[src/rtl/ternary_pkg.sv]
// Shared ternary digit codes, complement mode selectors and FSM state encoding.
package ternary_pkg;

  localparam logic [1:0] T_ZERO    = 2'b00;
  localparam logic [1:0] T_ONE     = 2'b01;
  localparam logic [1:0] T_TWO     = 2'b10;
  localparam logic [1:0] T_ILLEGAL = 2'b11;

  localparam logic MODE_DIMINISHED = 1'b0;
  localparam logic MODE_RADIX      = 1'b1;

  typedef enum logic [1:0] {
    ST_IDLE = 2'd0,
    ST_RUN  = 2'd1,
    ST_DONE = 2'd2
  } state_t;

endpackage

[src/rtl/ternary_digit_complement.sv]
// One ternary digit of the complement: (2 - d) + carry_in, folded back into a
// digit and a carry. The illegal code 11 is flagged and processed as digit 0.
module ternary_digit_complement
  import ternary_pkg::*;
(
  input  logic [1:0] digit,
  input  logic       carry_in,
  output logic [1:0] digit_out,
  output logic       carry_out,
  output logic       illegal
);

  logic [1:0] w_d;
  logic [2:0] w_sum;

  always_comb begin
    illegal   = (digit == T_ILLEGAL);
    w_d       = illegal ? T_ZERO : digit;
    w_sum     = {1'b0, T_TWO - w_d} + {2'b00, carry_in};
    digit_out = w_sum[1:0];
    carry_out = 1'b0;
    if (w_sum == 3'd3) begin
      digit_out = T_ZERO;
      carry_out = 1'b1;
    end
  end

endmodule

[src/rtl/ternary_complement_serial.sv]
// Digit-serial 2's/3's complement of an N-digit ternary operand, one digit per
// cycle LSB first; result held with out_valid until the consumer takes it.
module ternary_complement_serial
  import ternary_pkg::*;
#(
  parameter int N = 4
) (
  input  logic           clk,
  input  logic           reset,
  input  logic [2*N-1:0] in_data,
  input  logic           in_mode,
  input  logic           in_valid,
  output logic           in_ready,
  output logic [2*N-1:0] out_data,
  output logic           out_carry,
  output logic           out_err,
  output logic           out_valid,
  input  logic           out_ready
);

  localparam int CW = (N > 1) ? $clog2(N) : 1;

  state_t           r_state;
  state_t           w_next;
  logic [CW-1:0]    r_cnt;
  logic [2*N-1:0]   r_data;
  logic             r_carry;
  logic [2*N-1:0]   r_out_data;
  logic             r_out_carry;
  logic             r_out_err;

  logic             w_last;
  logic [1:0]       w_digit;
  logic [1:0]       w_digit_out;
  logic             w_carry_out;
  logic             w_illegal;

  assign w_last  = (r_cnt == CW'(N - 1));
  assign w_digit = r_data[2*r_cnt +: 2];

  ternary_digit_complement u_digit (
    .digit     (w_digit),
    .carry_in  (r_carry),
    .digit_out (w_digit_out),
    .carry_out (w_carry_out),
    .illegal   (w_illegal)
  );

  always_ff @(posedge clk) begin
    if (reset) r_state <= ST_IDLE;
    else       r_state <= w_next;
  end

  always_comb begin
    w_next    = r_state;
    in_ready  = 1'b0;
    out_valid = 1'b0;
    case (r_state)
      ST_IDLE: begin
        in_ready = 1'b1;
        if (in_valid) w_next = ST_RUN;
      end
      ST_RUN: begin
        if (w_last) w_next = ST_DONE;
      end
      ST_DONE: begin
        out_valid = 1'b1;
        if (out_ready) w_next = ST_IDLE;
      end
      default: w_next = ST_IDLE;
    endcase
  end

  // Result digits are written in place; every digit is rewritten before DONE.
  always_ff @(posedge clk) begin
    if (reset) begin
      r_cnt       <= '0;
      r_data      <= '0;
      r_carry     <= 1'b0;
      r_out_data  <= '0;
      r_out_carry <= 1'b0;
      r_out_err   <= 1'b0;
    end else if (in_valid && in_ready) begin
      r_data    <= in_data;
      r_cnt     <= '0;
      r_carry   <= (in_mode == MODE_RADIX);
      r_out_err <= 1'b0;
    end else if (r_state == ST_RUN) begin
      r_out_data[2*r_cnt +: 2] <= w_digit_out;
      r_carry                  <= w_carry_out;
      r_out_err                <= r_out_err | w_illegal;
      if (w_last) r_out_carry <= w_carry_out;
      else        r_cnt       <= r_cnt + CW'(1);
    end
  end

  assign out_data  = r_out_data;
  assign out_carry = r_out_carry;
  assign out_err   = r_out_err;

endmodule
[config.mk]
export PLATFORM = sky130hd
export DESIGN_NAME = ternary_complement_serial
export DESIGN_NICKNAME = d
export VERILOG_FILES = /design/src/rtl/ternary_pkg.sv /design/src/rtl/ternary_digit_complement.sv /design/src/rtl/ternary_complement_serial.sv
export SDC_FILE = /design/constraint.sdc
export NUM_CORES = 1
export LEC_CHECK = 0
export ABC_AREA = 1
export CAP_MARGIN = 20
export CORE_MARGIN = 4
export CORE_UTILIZATION = 49
export CTS_CLUSTER_DIAMETER = 80
export DETAILED_ROUTE_END_ITERATION = 8
export PLACE_DENSITY = 0.78
export SKIP_CTS_REPAIR_TIMING = 1
export SLEW_MARGIN = 10
export SYNTH_ARGS = -nofsm -noshare
export SYNTH_HDL_FRONTEND = slang
export SYNTH_SLANG_ARGS = --single-unit
[constraint.sdc]
create_clock -name clk -period 2.79 [get_ports clk]
set_input_delay 0.279 -clock clk [delete_from_list [all_inputs] [get_ports clk]]
set_output_delay 0.279 -clock clk [all_outputs]
set_load 0.005 [all_outputs]
==> summary.md, run 1 <==
| Metric | Value |
|---|---|
| Outcome | finished clean |
| Worst slack at placement | 0.417 ns |
| Crit-path max cell delay | 0.60 ns |
| Die width | about 57 um |
| Relative slew margins | 0.670 |
| Global router's overall resource usage | 0.159 |
| Port buffer count | 24 |
| RSZ-0062 raised after global routing | false |
| Peak Freq | slightly above 0.4 GHz |
| Synthesized instance count | 150 |
| Initial antenna violation count | 0 |
| DP HPWL | 1950 um |
| Drt drc | 0 |
| Fin. max-slew vios | 0 |
| Drt wl/cell | about 12 um |
| Bufs on Longest Clock Path | 2 |
| Final Setup Violations | 0 |
| Fill count | between 150 and 200 |
| Startpoint types | register |
| Vias in the first global route | between 900 and 1000 |
| Core area | ~2200 um2 |
| Yosys cell types | 27 |
| Sequential share of power | 0.553 |
| Synth warn | 0 |
| Setup TNS Final | 0 ns |
| Post-Route WL | around 2400 um |
| Critical Path AT | about 2.7 ns |
| Post-synthesis cell area | about 1200 um2 |
| Total CTS buffers | 3 |
| Nets | around 200 |
| Worst r2r src | r_cnt[0]$_SDFFE_PP0P_ |
| Starting Density | 0.517 |
| Worst-path cell chain | nand2_1, a32oi_1, inv_1, ha_1, ha_1, ha_1, inv_1, o21ai_0, nor2_1, nand3_1, a21oi_1 |
| Worst Hold Launch | out_carry$_SDFFE_PP0P_ |
| DIE AREA | about 3200 um2 |
| Synth Register Bits | 23 |
| Die height | roughly 57 um |
| Largest net degree at the start of global routing | 14 |
| Post-synthesis sequential area ratio | 0.399 |
| Top delay family on crit path | adder cells |
| Final Hold Viols | 0 |
| Avg Cell Area, Syn | roughly 7.7 um2 |
| Worst VDD drop | about 0.32 mV |
| Worst endpoint required time | 3.02 ns |
| P&R area growth vs syn | 24.7% |
| Crit path max fanout | 13 |
| Min-Delay Path Class | reg2reg |
| Slowest-stage cell, CP | dfxtp_1 |
| Num ports | 25 |
| Synth area leaders | dfxtp_1 40%, ha_1 9.8%, nor2_1 9.1% |
| First-pass GRT wire length | around 4100 um |
| Yosys top cell by area | dfxtp_1 |
| Yosys top cell area share | 0.399 |
| Pint | approximately 0.00046 W |
| Crit Path Class | reg2reg |
| Crit. End Element | register |
| Worst setup margin | approximately 0.37 ns |
| Most used cell, CP | ha_1 |
| Starting DRT DRC Count | 17 |
| Post-layout min period | between 2 and 2.5 ns |
| Switching pwr | 0.000190 W |
| Leakage power | ~0.56 nW |
| Antenna Cells | 0 |
| Row count | 17 |
| Root Driver | clkbuf_4 |
| Max Cap Violations | 0 |
| Critical path buffers and inverters | 2 |
| Power, Total | roughly 0.00065 W |
| Share of layout cells above drive strength 1 | 0.109 |
| Tightest Pin Transition | just under 0.5 ns |
| CTS tree | done |
| Antenna-violating nets left | 0 |
| Final Cycle Share | 0.866 |
| CP startpoint | r_cnt[0]$_SDFFE_PP0P_ |
| H-tree Lvls | 1 |
| CTS Sinks | 23 |
| Skew final | approximately 0.00074 ns |
| Worst skew pair latency | approximately 0.30 ns |
| Synth Net Count | 172 |
| Vias | 1049 |
| Placer Congestion | about 0.86 |
| Hold Slack | approximately 0.47 ns |
| PwrDens | 453 nW/um2 |
| Logic pwr share | 0.222 |
| Drt pass-1 iters | 4 |
| Setup slack, reg-to-reg | 0.37 ns |
| Via-to-Cell Ratio | slightly above 5 |
| GR Overflow Total | 0 |
| Clock Pin Slew Worst Setup and Hold Paths | around 0.11 ns |
| Sw Share | 0.292 |
| Clock network fraction of design power | 0.225 |
-- layer usage --
layer	routed length (um)	part of all wire	track usage
met4	29	0.012	0.0610
met1	1110	0.46	0.199
met5	0	0	0
met2	1170	0.49	0.272
met3	95	0.039	0.0207
-- power by group through the flow --
stage          Clock, W  Combinational, W  Sequential [W]
3_5_place_dp          0          0.000144        0.000367
4_1_cts        0.000154          0.000145        0.000360
5_1_grt        0.000168          0.000161        0.000363
6_report       0.000147          0.000145        0.000360
3_3_place_gp          0          0.000137        0.000367
2_1_floorplan         0          0.000100        0.000362
-- through the flow --
stage	utilization	cells	cell area (um2)
6_report	0.644	203	1440
2_1_floorplan	-	150	1150
3_3_place_gp	0.632	199	1410
4_1_cts	0.644	203	1440
3_5_place_dp	0.632	199	1410
5_1_grt	0.644	203	1440
-- worst min-delay path: cells and delay by family (launching register included) --
kind | cells | cell delay (ns)
compound gates | 1 | 0.05
flops | 1 | 0.33
simple gates | 1 | 0.06
-- flip-flops by register name (all words and copies together) (netlist names) --
signal / count
r_carry: 1
r_cnt: 2
r_state: 2
out_carry: 1
r_data: 8
out_data: 8
out_err: 1
-- cell families (layout without fill, tap and decap cells) --
group / count (synthesis) / in the layout / share of synthesized area
AO/OA/AOI/OAI: 31 / 31 / 0.153
adder cells (fa/ha/maj): 9 / 9 / 0.0976
buffers and inverters: 18 / 43 / 0.0629
flip-flops: 23 / 23 / 0.399
AND/OR/NAND/NOR: 69 / 69 / 0.287
-- cell type report --
type / count / area, um2 / area share
Clock buffer: 4 / 26.3 / 0.0183
Inverter: 15 / 56.3 / 0.0391
Multi-Input combinational cell: 109 / 621 / 0.431
Sequential cell: 23 / 460 / 0.320
Tap cell: 28 / 35.0 / 0.0243
Timing Repair Buffer: 24 / 240 / 0.167
-- cells in the mapped netlist (all sizes together) --
master and instances:
a211oi 1, a21oi 13, a31oi 1, a32oi 1, buf 2, clkbuf 1
dfxtp 23, ha 9, inv 15, nand2 26, nand3 10, nand3b 1
nand4 1, nor2 31, o21a 2, o21ai 12, o22ai 1
-- cell usage in the layout (no fill, tap or decap) --
| cell type | synthesis | final |
|---|---|---|
| a211oi_1 | 1 | 1 |
| a21oi_1 | 11 | 11 |
| a21oi_2 | 2 | 2 |
| a31oi_1 | 1 | 1 |
| a32oi_1 | 1 | 1 |
| clkbuf_1 | 1 | 1 |
| clkbuf_4 | 0 | 3 |
| clkdlybuf4s50_1 | 0 | 24 |
| dfxtp_1 | 23 | 23 |
| ha_1 | 9 | 9 |
| inv_1 | 10 | 10 |
| inv_2 | 5 | 5 |
| nand2_1 | 23 | 23 |
| nand2_2 | 2 | 2 |
| nand2_4 | 1 | 1 |
| nand3_1 | 7 | 7 |
| nand3_2 | 3 | 3 |
| nand3b_1 | 1 | 1 |
| nand4_1 | 1 | 1 |
| nor2_1 | 28 | 28 |
| nor2_2 | 1 | 1 |
| nor2_4 | 1 | 1 |
| nor2_8 | 1 | 1 |
| o21a_1 | 2 | 2 |
| o21ai_0 | 8 | 8 |
| o21ai_1 | 4 | 4 |
| o22ai_1 | 1 | 1 |
-- path summary, 6_finish.rpt --
path | endpoint | cells after the start
max | out_data[6]$_SDFFE_PP0P_ | 11
min | out_carry$_SDFFE_PP0P_ | 2
max reg2reg | out_data[6]$_SDFFE_PP0P_ | 11
min reg2reg | out_carry$_SDFFE_PP0P_ | 2
No activity file was read; power rests on OpenSTA's default activity.
==> run 2, diff against run 1 <==
CAP_MARGIN = unset   (was 20)
SLEW_MARGIN = 30   (was 10)
==> results of run 2 <==
The final DEF is identical to that of run 1; final timing and power are the same.
==> run 3, diff against run 2 <==
CORE_UTILIZATION = 55   (was 49)
DONT_BUFFER_PORTS = 1   (was unset)
PLACE_DENSITY = 0.7   (was 0.78)
==> summary.md, run 3 (synthesis gave the netlist of run 1 again) <==
| Metric | Value |
|---|---|
| Vias | 975 (-7.1%) |
| Relative slew margins | 0.694 (+0.0237) |
| Crit path max fanout | 13 (unchanged) |
| Critical path buffers and inverters | 2 (unchanged) |
| R2R cell count | 11 (unchanged) |
| Commonest non-fill, non-tap cell in the layout | nor2_1 |
| Setup slack, reg-to-reg | 0.26 ns (-0.11 ns) |
| Startpoint types | register |
| Most frequent cells in the layout | 28 x nor2_1, 23 x nand2_1, 23 x dfxtp_1 |
| Drt wl/cell | 13.1 um (+10%) |
| Cell area after placement | 1170 um2 (-17%) |
| Num ports | 25 (unchanged) |
| Vias in the first global route | 910 (-6.8%) |
| Total CTS buffers | 3 (unchanged) |
| Worst VDD drop | 0.361 mV (+12%) |
| GR Overflow Total | 0 (unchanged) |
| Slowest-stage cell, CP | dfxtp_1 |
| Drt drc | 0 (unchanged) |
| Share of layout cells above drive strength 1 | 0.132 (+0.0230) |
| Worst skew pair latency | 0.31 ns (about the same) |
| P&R area growth vs syn | 4.77% |
| Post-layout min period | 2.53 ns (+0.114 ns) |
| Leakage power | 0.480 nW (-15%) |
| First-pass GRT wire length | 3950 um (-3.7%) |
| H-tree Lvls | 1 (unchanged) |
| Via-to-Cell Ratio | 5.45 (+5.4%) |
| Min-Delay Path Class | in2reg |
| Fin area | 1210 um2 (-16%) |
| Largest net degree at the start of global routing | 14 (unchanged) |
| Worst slack at placement | 0.330 ns (-0.0873 ns) |
| Drt pass-1 iters | 4 (unchanged) |
| Met3 Use GR | 0.0332 (+0.0126) |
| Fill count | 194 (unchanged) |
| GR peak layer | met2 |
| Core area | 1980 um2 (-11%) |
| Setup TNS Final | 0 ns (unchanged) |
| Final design utilization | 0.610 (-0.0344) |
| Placer Congestion | 0.830 (-3.3%) |
| Worst hold stages | 1 (-1) |
| Antenna-violating nets left | 0 (unchanged) |
| Top delay family on crit path | adder cells |
| Hold worst-path end | out_data[5]$_SDFFE_PP0P_ |
| Bufs on Longest Clock Path | 2 (unchanged) |
| Starting DRT DRC Count | 14 (-3) |
| Fin. max-slew vios | 0 (unchanged) |
| Clock Pin Slew Worst Setup and Hold Paths | 0.13 ns (+0.02 ns) |
| DIE AREA | 2890 um2 (-9.4%) |
| CTS tree | done |
| GR Util met2 | 0.317 (+0.0443) |
| Worst setup margin | 0.260 ns (-0.114 ns) |
| Final Cycle Share | 0.907 (+0.0410) |
| Crit-path max cell delay | 0.63 ns (+0.03 ns) |
| CTS Sinks | 23 (unchanged) |
| Crit Path Class | reg2reg |
| Antenna Cells | 0 (unchanged) |
| Crit. End Element | register |
| DP HPWL | 1800 um (-7.4%) |
| Row count | 16 (-1) |
| Outcome | finished clean |
| Die width | 53.8 um (-4.8%) |
| Port buffer count | 0 (-100%) |
| Critical Path AT | 2.78 ns (+0.13 ns) |
| Max Cap Violations | 0 (unchanged) |
| RSZ-0062 raised after global routing | false |
| Final Hold Viols | 0 (unchanged) |
| Global router's overall resource usage | 0.185 (+0.0263) |
| Worst-path cell chain | inv_2, o21ai_0, o22ai_1, ha_1, ha_1, ha_1, inv_1, o21ai_0, nor2_1, nand3_1, a21oi_1 |
| Die height | 53.8 um (-4.8%) |
| RR Endpoint | out_data[6]$_SDFFE_PP0P_ |
| Tightest Pin Transition | 0.458 ns (-0.0347 ns) |
| Skew final | 0.00683 ns (+0.00609 ns) |
| Post-Route WL | 2340 um (-2.8%) |
| Worst endpoint required time | 3.04 ns (+0.02 ns) |
| Starting Density | 0.582 (+0.0655) |
| Most used cell, CP | ha_1 |
| Root Driver | clkbuf_4 |
| Worst r2r src | r_cnt[0]$_SDFFE_PP0P_ |
| PwrDens | 525 nW/um2 (+16%) |
| Worst Hold Launch | reset |
| Nets | 175 (-12%) |
| GRT met1 Usage | 0.231 (+0.0313) |
| Peak Freq | 0.395 GHz (-4.5%) |
| Initial antenna violation count | 0 (unchanged) |
| Final Setup Violations | 0 (unchanged) |
## run 3: metrics by stage
step,hold WS (ns),cells,total power (W)
2_1_floorplan,0.348,150,0.000462
3_3_place_gp,0.344,174,0.000479
3_5_place_dp,0.347,174,0.000484
4_1_cts,0.00981,178,0.000634
5_1_grt,0.00192,179,0.000674
6_report,0.0166,179,0.000634
## run 3: final cells by class
class | count | area, um2 | area share
multi-input combinational | 109 | 621 | 0.513
sequential | 23 | 460 | 0.381
clock inverter | 1 | 5.00 | 0.00414
timing repair buffer | 1 | 10.0 | 0.00828
tap | 27 | 33.8 | 0.0280
clock buffer | 3 | 22.5 | 0.0186
inverter | 15 | 56.3 | 0.0466
## run 3: how the worst max path moves through the flow
stage	startpoint	end	slack, ns	cells past startpoint
3_5_place_dp	r_cnt[0]$_SDFFE_PP0P_	out_data[6]$_SDFFE_PP0P_	0.33	11
6_report	r_cnt[0]$_SDFFE_PP0P_	out_data[6]$_SDFFE_PP0P_	0.26	11
2_1_floorplan	r_cnt[0]$_SDFFE_PP0P_	out_data[2]$_SDFFE_PP0P_	0.69	13
5_1_grt	r_cnt[0]$_SDFFE_PP0P_	out_data[6]$_SDFFE_PP0P_	0.007	11
3_3_place_gp	r_cnt[0]$_SDFFE_PP0P_	out_data[6]$_SDFFE_PP0P_	0.54	11
4_1_cts	r_cnt[0]$_SDFFE_PP0P_	out_data[6]$_SDFFE_PP0P_	0.26	11
## run 3: metal layers
metal | vias to the layer above | share of wire
li1 | 492 | -
met1 | 448 | 0.45
met2 | 28 | 0.47
met3 | 7 | 0.047
met4 | 0 | 0.023
met5 | - | 0
## run 3: where the power goes
group | total, W | switching, W | internal (W)
registers | 0.000361 | 0.0000157 | 0.000346
logic | 0.000121 | 0.0000798 | 0.0000407
clock network | 0.000152 | 0.0000989 | 0.0000536
total | 0.000634 | 0.000194 | 0.000440
## run 3: worst reg2reg max path: stages (launching register included)
cell and delay (ns):
dfxtp_1 0.63, inv_2 0.16, o21ai_0 0.22, o22ai_1 0.13, ha_1 0.20, ha_1 0.18, ha_1 0.29, inv_1 0.10
o21ai_0 0.12, nor2_1 0.19, nand3_1 0.10, a21oi_1 0.13
